[src/rtl/ahb3lite_remote_slave.sv]
// ahb3lite_remote_slave
//   AHB3-lite slave that serialises each bus transfer into a byte packet on a
//   TX FIFO and completes the transfer from the host's reply on an RX FIFO.
//   Packet: CMD {HWRITE, posted, HSIZE[1:0], 4'h0}, ADDR_BYTES address bytes
//   LSB first, then 4 write-data bytes LSB first (writes only).
//   Reply: one status byte (0x00 = OKAY), then 4 read-data bytes for reads.
//   Optional feature macro: FLEXSOC_REMOTE_POSTED_WR_EN. When defined, writes
//   are posted: CMD bit6 is set and the write completes without a reply.
module ahb3lite_remote_slave #(
  parameter int ADDR_BYTES = 4
) (
  input  logic        CLK,
  input  logic        RESET,
  input  logic        HSEL,
  input  logic [31:0] HADDR,
  input  logic [31:0] HWDATA,
  input  logic        HWRITE,
  input  logic [2:0]  HSIZE,
  input  logic [1:0]  HTRANS,
  input  logic        HREADY,
  output logic        HREADYOUT,
  output logic        HRESP,
  output logic [31:0] HRDATA,
  output logic        WREN,
  input  logic        WRFULL,
  output logic [7:0]  WRDATA,
  output logic        RDEN,
  input  logic        RDEMPTY,
  input  logic [7:0]  RDDATA
);

  localparam logic [3:0] S_IDLE  = 4'd0;
  localparam logic [3:0] S_CMD   = 4'd1;
  localparam logic [3:0] S_ADDR  = 4'd2;
  localparam logic [3:0] S_WDATA = 4'd3;
  localparam logic [3:0] S_RESP  = 4'd4;
  localparam logic [3:0] S_RDATA = 4'd5;
  localparam logic [3:0] S_DONE  = 4'd6;
  localparam logic [3:0] S_ERR1  = 4'd7;
  localparam logic [3:0] S_ERR2  = 4'd8;

  localparam logic [1:0] LAST_ADDR = 2'(ADDR_BYTES - 1);

  logic [3:0]  state;
  logic [1:0]  cnt;
  logic [31:0] addr_q;
  logic        write_q;
  logic [1:0]  size_q;
  logic [31:0] wdata_q;
  logic        wdata_cap;
  logic        rd_wait;
  logic [23:0] rd_buf;
  logic        posted;
  logic        accept;
  logic        can_accept;
  logic        tx_active;
  logic        tx_push;
  logic        rx_active;
  logic        rd_issue;
  logic        rd_take;
  logic [7:0]  tx_byte;

`ifdef FLEXSOC_REMOTE_POSTED_WR_EN
  assign posted = write_q;
`else
  assign posted = 1'b0;
`endif

  // Pick byte 'idx' (0 = least significant) out of a 32-bit word
  function automatic logic [7:0] byte_of(input logic [31:0] w, input logic [1:0] idx);
    case (idx)
      2'd0:    byte_of = w[7:0];
      2'd1:    byte_of = w[15:8];
      2'd2:    byte_of = w[23:16];
      default: byte_of = w[31:24];
    endcase
  endfunction

  assign accept     = HSEL & HREADY & HTRANS[1];
  assign can_accept = (state == S_IDLE) | (state == S_DONE) | (state == S_ERR2);
  assign tx_active  = (state == S_CMD) | (state == S_ADDR) | (state == S_WDATA);
  assign rx_active  = (state == S_RESP) | (state == S_RDATA);

  // FIFO handshakes are gated by RESET so nothing moves in the reset cycle
  assign tx_push  = tx_active & ~WRFULL & ~RESET;
  assign rd_issue = rx_active & ~rd_wait & ~RDEMPTY & ~RESET;
  assign rd_take  = rx_active & rd_wait;

  assign WREN      = tx_push;
  assign RDEN      = rd_issue;
  assign WRDATA    = tx_byte;
  assign HREADYOUT = can_accept;
  assign HRESP     = (state == S_ERR1) | (state == S_ERR2);

  // Select the packet byte presented to the TX FIFO in the current state
  always_comb begin
    tx_byte = 8'h00;
    case (state)
      S_CMD:   tx_byte = {write_q, posted, size_q, 4'h0};
      S_ADDR:  tx_byte = byte_of(addr_q, cnt);
      S_WDATA: tx_byte = byte_of(wdata_q, cnt);
      default: tx_byte = 8'h00;
    endcase
  end

  // Transfer sequencing: accept, packet transmit, reply receive, completion
  always_ff @(posedge CLK) begin
    if (RESET) begin
      state     <= S_IDLE;
      cnt       <= 2'd0;
      addr_q    <= 32'h0;
      write_q   <= 1'b0;
      size_q    <= 2'd0;
      wdata_q   <= 32'h0;
      wdata_cap <= 1'b0;
      rd_wait   <= 1'b0;
      rd_buf    <= 24'h0;
      HRDATA    <= 32'h0;
    end else begin
      wdata_cap <= 1'b0;
      if (wdata_cap)
        wdata_q <= HWDATA;

      if (rd_issue)
        rd_wait <= 1'b1;
      else if (rd_take)
        rd_wait <= 1'b0;

      case (state)
        S_IDLE, S_DONE, S_ERR2: begin
          if (accept) begin
            addr_q    <= HADDR;
            write_q   <= HWRITE;
            size_q    <= HSIZE[1:0];
            wdata_cap <= 1'b1;
            cnt       <= 2'd0;
            state     <= (HSIZE > 3'd2) ? S_ERR1 : S_CMD;
          end else begin
            state <= S_IDLE;
          end
        end
        S_CMD: begin
          if (tx_push) begin
            cnt   <= 2'd0;
            state <= S_ADDR;
          end
        end
        S_ADDR: begin
          if (tx_push) begin
            if (cnt == LAST_ADDR) begin
              cnt   <= 2'd0;
              state <= write_q ? S_WDATA : S_RESP;
            end else begin
              cnt <= cnt + 2'd1;
            end
          end
        end
        S_WDATA: begin
          if (tx_push) begin
            if (cnt == 2'd3) begin
              cnt   <= 2'd0;
              state <= posted ? S_DONE : S_RESP;
            end else begin
              cnt <= cnt + 2'd1;
            end
          end
        end
        S_RESP: begin
          if (rd_take) begin
            cnt <= 2'd0;
            if (RDDATA != 8'h00)
              state <= S_ERR1;
            else
              state <= write_q ? S_DONE : S_RDATA;
          end
        end
        S_RDATA: begin
          if (rd_take) begin
            case (cnt)
              2'd0:    rd_buf[7:0]   <= RDDATA;
              2'd1:    rd_buf[15:8]  <= RDDATA;
              2'd2:    rd_buf[23:16] <= RDDATA;
              default: HRDATA        <= {RDDATA, rd_buf};
            endcase
            if (cnt == 2'd3) begin
              cnt   <= 2'd0;
              state <= S_DONE;
            end else begin
              cnt <= cnt + 2'd1;
            end
          end
        end
        S_ERR1: begin
          cnt   <= 2'd0;
          state <= S_ERR2;
        end
        default: begin
          cnt   <= 2'd0;
          state <= S_IDLE;
        end
      endcase
    end
  end

endmodule
[config.mk]
export PLATFORM = sky130hd
export DESIGN_NAME = ahb3lite_remote_slave
export DESIGN_NICKNAME = d
export VERILOG_FILES = /design/src/rtl/ahb3lite_remote_slave.sv
export SDC_FILE = /design/constraint.sdc
export NUM_CORES = 1
export LEC_CHECK = 0
export CAP_MARGIN = 20
export CORE_ASPECT_RATIO = 0.5
export CORE_MARGIN = 4
export CORE_UTILIZATION = 45
export CTS_BUF_LIST = sky130_fd_sc_hd__clkbuf_8 sky130_fd_sc_hd__clkbuf_16
export CTS_CLUSTER_DIAMETER = 150
export DETAILED_ROUTE_END_ITERATION = 7
export DONT_BUFFER_PORTS = 1
export HOLD_SLACK_MARGIN = 0.06
export SLEW_MARGIN = 15
export SYNTH_ARGS = -nofsm -noshare
export SYNTH_HDL_FRONTEND = slang
export SYNTH_SLANG_ARGS = --single-unit
[constraint.sdc]
create_clock -name CLK -period 2.3 [get_ports CLK]
set_input_delay 0.69 -clock CLK [delete_from_list [all_inputs] [get_ports CLK]]
set_output_delay 0.69 -clock CLK [all_outputs]
set_load 0.05 [all_outputs]
==> results of run 1 <==
## worst paths after layout
kind / slack (ps) / endpoint / depth (start not counted)
worst max-delay path: -540 / WRDATA[0] / 7
worst min-delay path: 350 / HRDATA[29] / 1
worst max register to register: 350 / addr_q[13] / 8
worst min register to register: 450 / HRDATA[7] / 2
## layer usage
| metal | vias up | GRT usage | routed length (µm) |
|---|---|---|---|
| li1 | 2182 | - | - |
| met1 | 2089 | 0.259 | 6330 |
| met2 | 144 | 0.318 | 6770 |
| met3 | 12 | 0.0825 | 1180 |
| met4 | 0 | 0.0533 | 124 |
| met5 | - | 0 | 0 |
## cell type report
cell class                 instances  area share
multi-input combinational        427       0.398
sequential                       131       0.391
timing repair buffer              51      0.0887
clock buffer                      18      0.0650
tap                              159      0.0294
clock inverter                    14      0.0193
inverter                          13     0.00796
## report_power, final
part	internal (µW)	switching, µW	total (µW)
logic	707	865	1570
registers	2390	92.4	2480
clock network	1530	1050	2580
total	4620	2010	6630
## synth_stat cells (4+ instances only)
library cell / count
a21oi_1: 75
a222oi_1: 16
buf_1: 4
buf_2: 12
clkbuf_1: 30
dfxtp_1: 131
ha_1: 4
inv_1: 13
mux2i_1: 58
mux4_2: 5
nand2_1: 144
nand2b_1: 4
nand3_1: 5
nor2_1: 66
nor3_1: 4
o21ai_0: 7
## worst max-delay path: stages, from the launching register on
cell	delay [ps]
dfxtp_4	360
buf_12	130
ha_4	180
buf_6	140
a222oi_1	390
mux4_2	340
nor2_4	40
buf_12	140
## through the flow
stage	TNS, ps	cells	hold WS [ps]	power [µW]
floorplan	-314	621	432	3450
global placement	-425	761	434	3720
detailed placement	-735	761	440	3730
CTS	-3600	808	333	6630
global route	-4670	813	326	6930
finish	-3840	813	353	6630
## timing repair
action | CTS | global route
pin swaps | 17 | 13
setup endpoints to repair | 11 | 12
resized for setup | 29 | 17
buffers inserted | 14 | 6
gates cloned | 1 | 0
hold buffers | 0 | 0
## sequential cells by signal, indices dropped and copies added (netlist names)
signal	flops
HRDATA	32
addr_q	32
cnt	2
rd_buf	24
rd_wait	1
size_q	2
state	4
wdata_cap	1
wdata_q	32
write_q	1
## placed cells by master (no fill, tap or decap), types with 9 or more instances in the layout
master / count
buf_4: 27
buf_12: 14
a21oi_1: 74
nor2_1: 60
nand2_1: 140
clkbuf_16: 17
dfxtp_1: 123
buf_6: 9
inv_1: 11
mux2i_1: 58
a222oi_1: 16
## kinds of logic after synthesis
group | count (synthesis) | share of synthesized area
flops | 131 | 0.486
compound gates | 117 | 0.133
mux | 63 | 0.128
fa+ha+maj | 4 | 0.00927
buf+inv | 63 | 0.0508
simple gates | 243 | 0.193
==> metrics.csv, run 1 <==
stage,metric,value,unit
synth,synth_edf_count,0,
synth,synth_top_area_frac,0.486,
sta,slew_headroom,0.578,
synth,yosys.area.top_type,dfxtp_1,
clocking,numClockSinks,131,
worst_setup_path,reg2reg_from,state[2],
sta,clock_skew,8.57,ps
cells_and_area,multi_input_area,0.00269,mm²
synth,seq_area_frac_synth,0.486,
cells_and_area,post-route-util,0.595,
sta,timing.fmax,0.353,GHz
global_route,grt_pass1_wl,22100,µm
detailed_routing,wl_per_cell,17.7,µm
clocking,cts-root-buf,clkbuf_16,
global_route,track_usage,0.202,
clocking,clk_pin_slew_worst_paths,60,ps
detailed_routing,via_per_inst,5.45,
floorplan,num_rows,27,
cells_and_area,num_antenna_cells,0,
floorplan,io-pin-count,128,
cells_and_area,syn_to_final_growth,25.2,%
flow_run,maxCapViolations,0,
floorplan,start_util,0.475,
hold_path,min-delay-start,RESET,
sta,rsz0062_at_grt,yes,
sta,fin_crit,2840,ps
place,placed_cell_area,0.00583,mm²
clocking,ctsHtreeMaxLevel,4,
synth,ys_ff_latch,131,
worst_setup_path,cp-end-kind,output port,
pwr,leakage,0.00244,µW
clocking,cts_max_path_buffers,2,
detailed_routing,wl,14400,µm
global_route,grt_pass1_vias,4229,
floorplan,die_h,85.4,µm
floorplan,die_area,0.0139,mm²
global_route,grt_start_max_net_pins,133,
synth,ys_async_sr_fraction,0,
synth,synthCells,621,
detailed_routing,vias,4427,
synth,synth_cell_types,44,
floorplan,core_area,0.0114,mm²
cells_and_area,n_fill_cell,1009,
synth,yosysWarnings,0,
outcome,violations,negative setup slack,
detailed_routing,drt_iter0_markers,335,
place,dp.final_hpwl,9210,µm
cells_and_area,drive_above_1_share,0.194,
sta,setup_viol,10,
worst_setup_path,cp.arrival,2150,ps
cells_and_area,fin_nets,729,
global_route,overflow,0,
synth,ys.flop_type,dfxtp_1,
synth,synthTopCellsByArea,"dfxtp_1, mux2i_1, nand2_1",
cells_and_area,seq_area,0.00265,mm²
detailed_routing,drt_pass1_iterations,5,
sta,final.setup.worst_slack,-536,ps
outcome,status,finished with violations,
floorplan,die_w,163,µm
sta,hold_viol,0,
pwr,vdd_drop_max,0.000587,V
place,place_congestion,0.822,
global_route,antenna_found_initial,0,
clocking,clkLatencyLatePin,410,ps
cells_and_area,stdcell_area,0.00676,mm²
synth,netlist_area,0.00540,mm²
synth,avgSynthCellArea,8.69,µm²
hold_path,hp-class,primary input to flop,
pwr,powerDensity,982,mW/mm²
sta,worst_pin_slew,625,ps
worst_setup_path,crit_path_start,cnt[0],
place,preCtsSetupSlack,-125,ps
sta,min_period_over_period,1.23,
worst_setup_path,worstSetupPathType,flop to output port,
clocking,cts_tree,done,
sta,drv_slew,0,
worst_setup_path,cp-start-kind,flop,
detailed_routing,drc,0,
synth,syn_nets,709,
worst_setup_path,path_max_fanout,7,
place,port_buffers,0,
worst_setup_path,crit_required,1610,ps
detailed_routing,ant_nets,0,
clocking,numCtsBuffers,17,
No activity file was read; power rests on OpenSTA's default activity.
==> inputs of run 2 (changes only) <==
Settings changed: PLACE_DENSITY_LB_ADDON set to 0.05.
==> metrics.csv, run 2 (same netlist as run 1, synthesis figures left out) <==
stage,metric,value,unit,change
sta,hold_viol,0,,unchanged
cells_and_area,multi_input_area,0.00265,mm²,-1.7%
floorplan,die_w,163,µm,unchanged
worst_setup_path,cp-endpoint,WRDATA[3],,
clocking,ctsHtreeMaxLevel,4,,unchanged
detailed_routing,vias,4376,,-1.2%
sta,timing.fmax,0.362,GHz,+2.8%
worst_setup_path,crit_required,1610,ps,about the same
sta,worst_pin_slew,606,ps,-19.9 ps
pwr,powerDensity,989,mW/mm²,+0.74%
clocking,cts_tree,done,,
worst_setup_path,regToRegSetupSlack,350,ps,about the same
cells_and_area,layout_common_cells,"nand2_1, dfxtp_1, a21oi_1",,
sta,clock_skew,10.0,ps,+1.46 ps
sta,drv_slew,0,,unchanged
cells_and_area,n_fill_cell,1032,,+2.3%
cells_and_area,num_antenna_cells,0,,unchanged
sta,slew_headroom,0.591,,+0.0135
floorplan,start_util,0.475,,unchanged
floorplan,io-pin-count,128,,unchanged
clocking,cts-root-buf,clkbuf_16,,
floorplan,die_area,0.0139,mm²,unchanged
floorplan,num_rows,27,,unchanged
pwr,leakage,0.00237,µW,-2.6%
sta,min_period_over_period,1.20,,-0.0333
detailed_routing,ant_nets,0,,unchanged
place,port_buffers,0,,unchanged
floorplan,die_h,85.4,µm,unchanged
clocking,numClockSinks,131,,unchanged
cells_and_area,syn_to_final_growth,22.1,%,
detailed_routing,via_per_inst,5.44,,-0.17%
global_route,antenna_found_initial,0,,unchanged
clocking,hold_buffers,0,,unchanged
worst_setup_path,worstSetupPathType,flop to output port,,
place,place_congestion,0.830,,+1.1%
cells_and_area,seq_area,0.00264,mm²,about the same
cells_and_area,final_common_cell,nand2_1,,
cells_and_area,fin_nets,721,,-1.1%
global_route,track_usage,0.204,,+0.00204
cells_and_area,drive_above_1_share,0.175,,-0.0193
place,dp.final_hpwl,9230,µm,+0.26%
sta,final.setup.worst_slack,-459,ps,+76.5 ps
global_route,grt_pass1_vias,4218,,-0.26%
global_route,overflow,0,,unchanged
hold_path,min-delay-start,RESET,,
flow_run,maxCapViolations,0,,unchanged
outcome,violations,negative setup slack,,
sta,fin_crit,2760,ps,-76.5 ps
place,preCtsSetupSlack,-157,ps,-31.3 ps
cells_and_area,largestRegisters,"HRDATA: 32 flops, addr_q: 32 flops, wdata_q: 32 flops",,
clocking,numCtsBuffers,17,,unchanged
worst_setup_path,worst_r2r_path_depth,7,,-1
detailed_routing,wl_per_cell,17.4,µm,-1.6%
worst_setup_path,path_max_fanout,6,,-1
sta,whs,347,ps,-5.57 ps
detailed_routing,drc,0,,unchanged
pwr,p_total,6520,µW,-1.8%
detailed_routing,drt_pass1_iterations,7,,+2
pwr,vdd_drop_max,0.000412,V,-30%
global_route,grt_start_max_net_pins,133,,unchanged
cells_and_area,stdcell_area,0.00659,mm²,-2.5%
clocking,clkLatencyLatePin,420,ps,about the same
floorplan,core_area,0.0114,mm²,unchanged
place,placed_cell_area,0.00582,mm²,-0.17%
worst_setup_path,cp-end-kind,output port,,
worst_setup_path,cp-start-kind,flop,,
worst_setup_path,r2r_end,cnt[0],,
clocking,cts_max_path_buffers,2,,unchanged
detailed_routing,drt_iter0_markers,350,,+4.5%
worst_setup_path,cp.arrival,2070,ps,-80 ps
worst_setup_path,crit_path_start,cnt[0],,
sta,setup_viol,10,,unchanged
global_route,grt_pass1_wl,22500,µm,+1.6%
worst_setup_path,reg2reg_from,cnt[0],,
clocking,clk_pin_slew_worst_paths,60,ps,about the same
hold_path,hp-class,primary input to flop,,
sta,rsz0062_at_grt,yes,,
sta,tns,-3480,ps,+360 ps
outcome,status,finished with violations,,
detailed_routing,wl,14000,µm,-2.5%
run 2: cell count changes in the layout (fill, tap and decap cells not counted), moves of 3 or more:
cell,previous run,this run
buf_12,14,10
o21ai_1,5,2
inv_8,0,4
buf_6,9,6
run 2: how the worst min path moves through the flow:
stage / end / slack (ps) / cells after the start
2_1_floorplan: HRDATA[1] / 430 / 2
3_3_place_gp: addr_q[18] / 440 / 2
3_5_place_dp: HRDATA[23] / 440 / 2
4_1_cts: size_q[1] / 330 / 1
5_1_grt: rd_wait / 330 / 1
6_report: wdata_q[4] / 350 / 1
run 2: area by class of cell:
class                      count  area share
clock buffer                  17      0.0646
clock inverter                15      0.0207
inverter                      13     0.00817
multi-input combinational    427       0.402
sequential                   131       0.401
tap                          159      0.0302
timing repair buffer          43      0.0737
run 2: what timing repair did:
item | CTS | global route
endpoints found under the setup margin | 11 | 11
setup buffers | 6 | 4
pin swaps | 13 | 10
hold endpoints to repair | 0 | 0
gates cloned | 0 | 0
resized for setup | 21 | 11
run 2: per-stage QoR:
step / util / std cells
global route: 0.580 / 805
finish: 0.580 / 805
floorplan: - / 621
detailed placement: 0.513 / 763
global placement: 0.513 / 763
CTS: 0.574 / 801
run 2: critical path, stage by stage, from the launching register on:
cell,delay (ps)
dfxtp_4,380
inv_4,50
ha_4,190
buf_6,130
a222oi_1,380
mux4_2,330
nor2_4,50
buf_12,150
run 2: layer usage:
metal | vias to the layer above | routed length (µm) | global-route usage
li1 | 2157 | - | -
met1 | 2092 | 6330 | 0.264
met2 | 113 | 6540 | 0.323
met3 | 14 | 1050 | 0.0728
met4 | 0 | 125 | 0.0609
met5 | - | 0 | 0
run 2: where the power goes:
part | total (µW) | internal, µW | switching (µW)
registers | 2490 | 2390 | 95.2
clock network | 2570 | 1430 | 1150
logic | 1460 | 653 | 803
==> inputs of run 3 (changes only) <==
Settings changed: CORE_UTILIZATION 45 to 50.
==> metrics.csv, run 3 (same netlist as run 1, synthesis figures left out) <==
stage,metric,value,unit,change
outcome,status,finished with violations,,
outcome,violations,negative setup slack,,
cells_and_area,layout_common_cells,"nand2_1, dfxtp_1, a21oi_1",,
worst_setup_path,worst_r2r_path_depth,7,,unchanged
worst_setup_path,reg2reg_from,state[2],,
floorplan,core_area,0.0104,mm²,-8.6%
cells_and_area,largestRegisters,"HRDATA: 32 flops, addr_q: 32 flops, wdata_q: 32 flops",,
cells_and_area,syn_to_final_growth,22.3,%,
sta,whs,356,ps,+8.85 ps
detailed_routing,wl,13600,µm,-3.1%
place,dp.final_hpwl,8850,µm,-4.1%
clocking,cts-root-buf,clkbuf_16,,
clocking,hold_buffers,0,,unchanged
worst_setup_path,path_buf_inv,3,,unchanged
cells_and_area,num_antenna_cells,0,,unchanged
clocking,numClockSinks,131,,unchanged
floorplan,io-pin-count,128,,unchanged
place,port_buffers,0,,unchanged
worst_setup_path,cp.arrival,2030,ps,-40 ps
sta,timing.fmax,0.367,GHz,+1.4%
sta,rsz0062_at_grt,yes,,
detailed_routing,drt_pass1_iterations,5,,-2
sta,tns,-3260,ps,+219 ps
cells_and_area,final_common_cell,nand2_1,,
flow_run,maxCapViolations,0,,unchanged
global_route,grt_pass1_vias,4110,,-2.6%
detailed_routing,via_per_inst,5.55,,+2.1%
worst_setup_path,cp-end-kind,output port,,
sta,final.setup.worst_slack,-422,ps,+37.4 ps
worst_setup_path,path_delay_family,multiplexers,,
pwr,leakage,0.00239,µW,+0.59%
worst_setup_path,crit_required,1610,ps,about the same
hold_path,min-delay-start,RESET,,
sta,hold_viol,0,,unchanged
worst_setup_path,regToRegSetupSlack,330,ps,-20 ps
detailed_routing,ant_nets,0,,unchanged
global_route,antenna_found_initial,0,,unchanged
clocking,clkLatencyLatePin,410,ps,about the same
clocking,cts_tree,done,,
cells_and_area,n_fill_cell,884,,-14%
sta,slew_headroom,0.611,,+0.0201
worst_setup_path,path_max_fanout,7,,+1
detailed_routing,drt_iter0_markers,400,,+14%
worst_setup_path,path_cells,inv_4 -> ha_4 -> buf_8 -> a222oi_1 -> mux4_2 -> nor2_4 -> buf_12,,
hold_path,hp-class,primary input to flop,,
hold_path,min_delay_worst_endpoint,wdata_q[31],,
sta,worst_pin_slew,579,ps,-26.7 ps
sta,clock_skew,7.70,ps,-2.33 ps
sta,fin_crit,2720,ps,-37.4 ps
clocking,numCtsBuffers,17,,unchanged
worst_setup_path,cp-start-kind,flop,,
global_route,grt_start_max_net_pins,133,,unchanged
worst_setup_path,r2r_end,addr_q[25],,
floorplan,die_area,0.0126,mm²,-9.3%
worst_setup_path,slowest_delay,490,ps,+110 ps
clocking,ctsHtreeMaxLevel,4,,unchanged
global_route,overflow,0,,unchanged
cells_and_area,fin_nets,716,,-0.69%
sta,setup_viol,10,,unchanged
floorplan,die_h,81.5,µm,-4.7%
worst_setup_path,worstSetupPathType,flop to output port,,
global_route,track_usage,0.222,,+0.0186
pwr,vdd_drop_max,0.000485,V,+18%
place,place_congestion,0.805,,-3.1%
detailed_routing,drc,0,,unchanged
hold_path,hold_path_depth,1,,unchanged
global_route,grt_pass1_wl,21900,µm,-2.7%
sta,min_period_over_period,1.18,,-0.0163
floorplan,start_util,0.520,,+0.0446
floorplan,die_w,155,µm,-4.9%
pwr,powerDensity,1010,mW/mm²,+2.0%
floorplan,num_rows,26,,-3.7%
clocking,cts_max_path_buffers,2,,unchanged
sta,drv_slew,0,,unchanged
clocking,clk_pin_slew_worst_paths,60,ps,about the same
worst_setup_path,crit_path_top_delay_cell,mux4_2,,
detailed_routing,vias,4333,,-0.98%
cells_and_area,drive_above_1_share,0.170,,-0.00488
detailed_routing,wl_per_cell,17.4,µm,about the same
[run 3: cell count changes in the layout (fill, tap and decap cells not counted), sizes merged]
| cell | previous run | this run |
|---|---|---|
| inv | 23 | 17 |
| buf | 43 | 38 |
| clkinvlp | 4 | 3 |
| clkbuf | 17 | 18 |
| bufinv | 0 | 3 |
| clkinv | 1 | 4 |
[run 3: area by class of cell]
cell class | instances | area [µm²] | share of cell area
multi-input cells | 427 | 2660 | 0.404
flip-flops and latches | 131 | 2640 | 0.400
clock buffers | 18 | 439 | 0.0665
inverters | 13 | 53.8 | 0.00815
repair buffers | 38 | 452 | 0.0684
clock inverters | 14 | 175 | 0.0265
well taps | 140 | 175 | 0.0265
[run 3: how the worst max path moves through the flow]
| stage | start | endpoint | cells after the start |
|---|---|---|---|
| final | cnt[0] | WRDATA[0] | 7 |
| after global routing | cnt[0] | WRDATA[0] | 7 |
| after CTS | cnt[0] | WRDATA[0] | 7 |
| after detailed placement | cnt[0] | WRDATA[6] | 6 |
| after global placement | cnt[0] | WRDATA[2] | 6 |
| after floorplan | RESET | WREN | 3 |
[run 3: stage by stage]
| stage | setup WS (ps) | power [µW] | util | cells | instance area, µm² |
|---|---|---|---|---|---|
| 2_1_floorplan | -293 | 3450 | - | 621 | 5530 |
| 3_3_place_gp | -113 | 3720 | 0.557 | 740 | 5780 |
| 3_5_place_dp | -145 | 3730 | 0.557 | 740 | 5780 |
| 4_1_cts | -482 | 6620 | 0.631 | 780 | 6550 |
| 5_1_grt | -516 | 6960 | 0.636 | 781 | 6600 |
| 6_report | -422 | 6660 | 0.636 | 781 | 6600 |
[run 3: repair_timing]
item | CTS | global route
gates cloned | 0 | 0
setup endpoints to repair | 11 | 12
resized for setup | 24 | 12
pin swaps | 6 | 8
buffers inserted | 8 | 1
[run 3: metal layers]
metal  vias up  global-route usage  share of wire
met5         -                   0              0
met4         0              0.0678         0.0097
met3        13              0.0816          0.088
met2       134               0.345           0.46
met1      2038               0.293           0.44
li1       2148                   -              -
[run 3: power by group]
part | leakage (µW) | internal (µW) | total, µW | switching (µW)
Combinational | 0.00103 | 596 | 1380 | 785
Clock | 0.000294 | 1750 | 2790 | 1050
Sequential | 0.00106 | 2390 | 2490 | 94.7
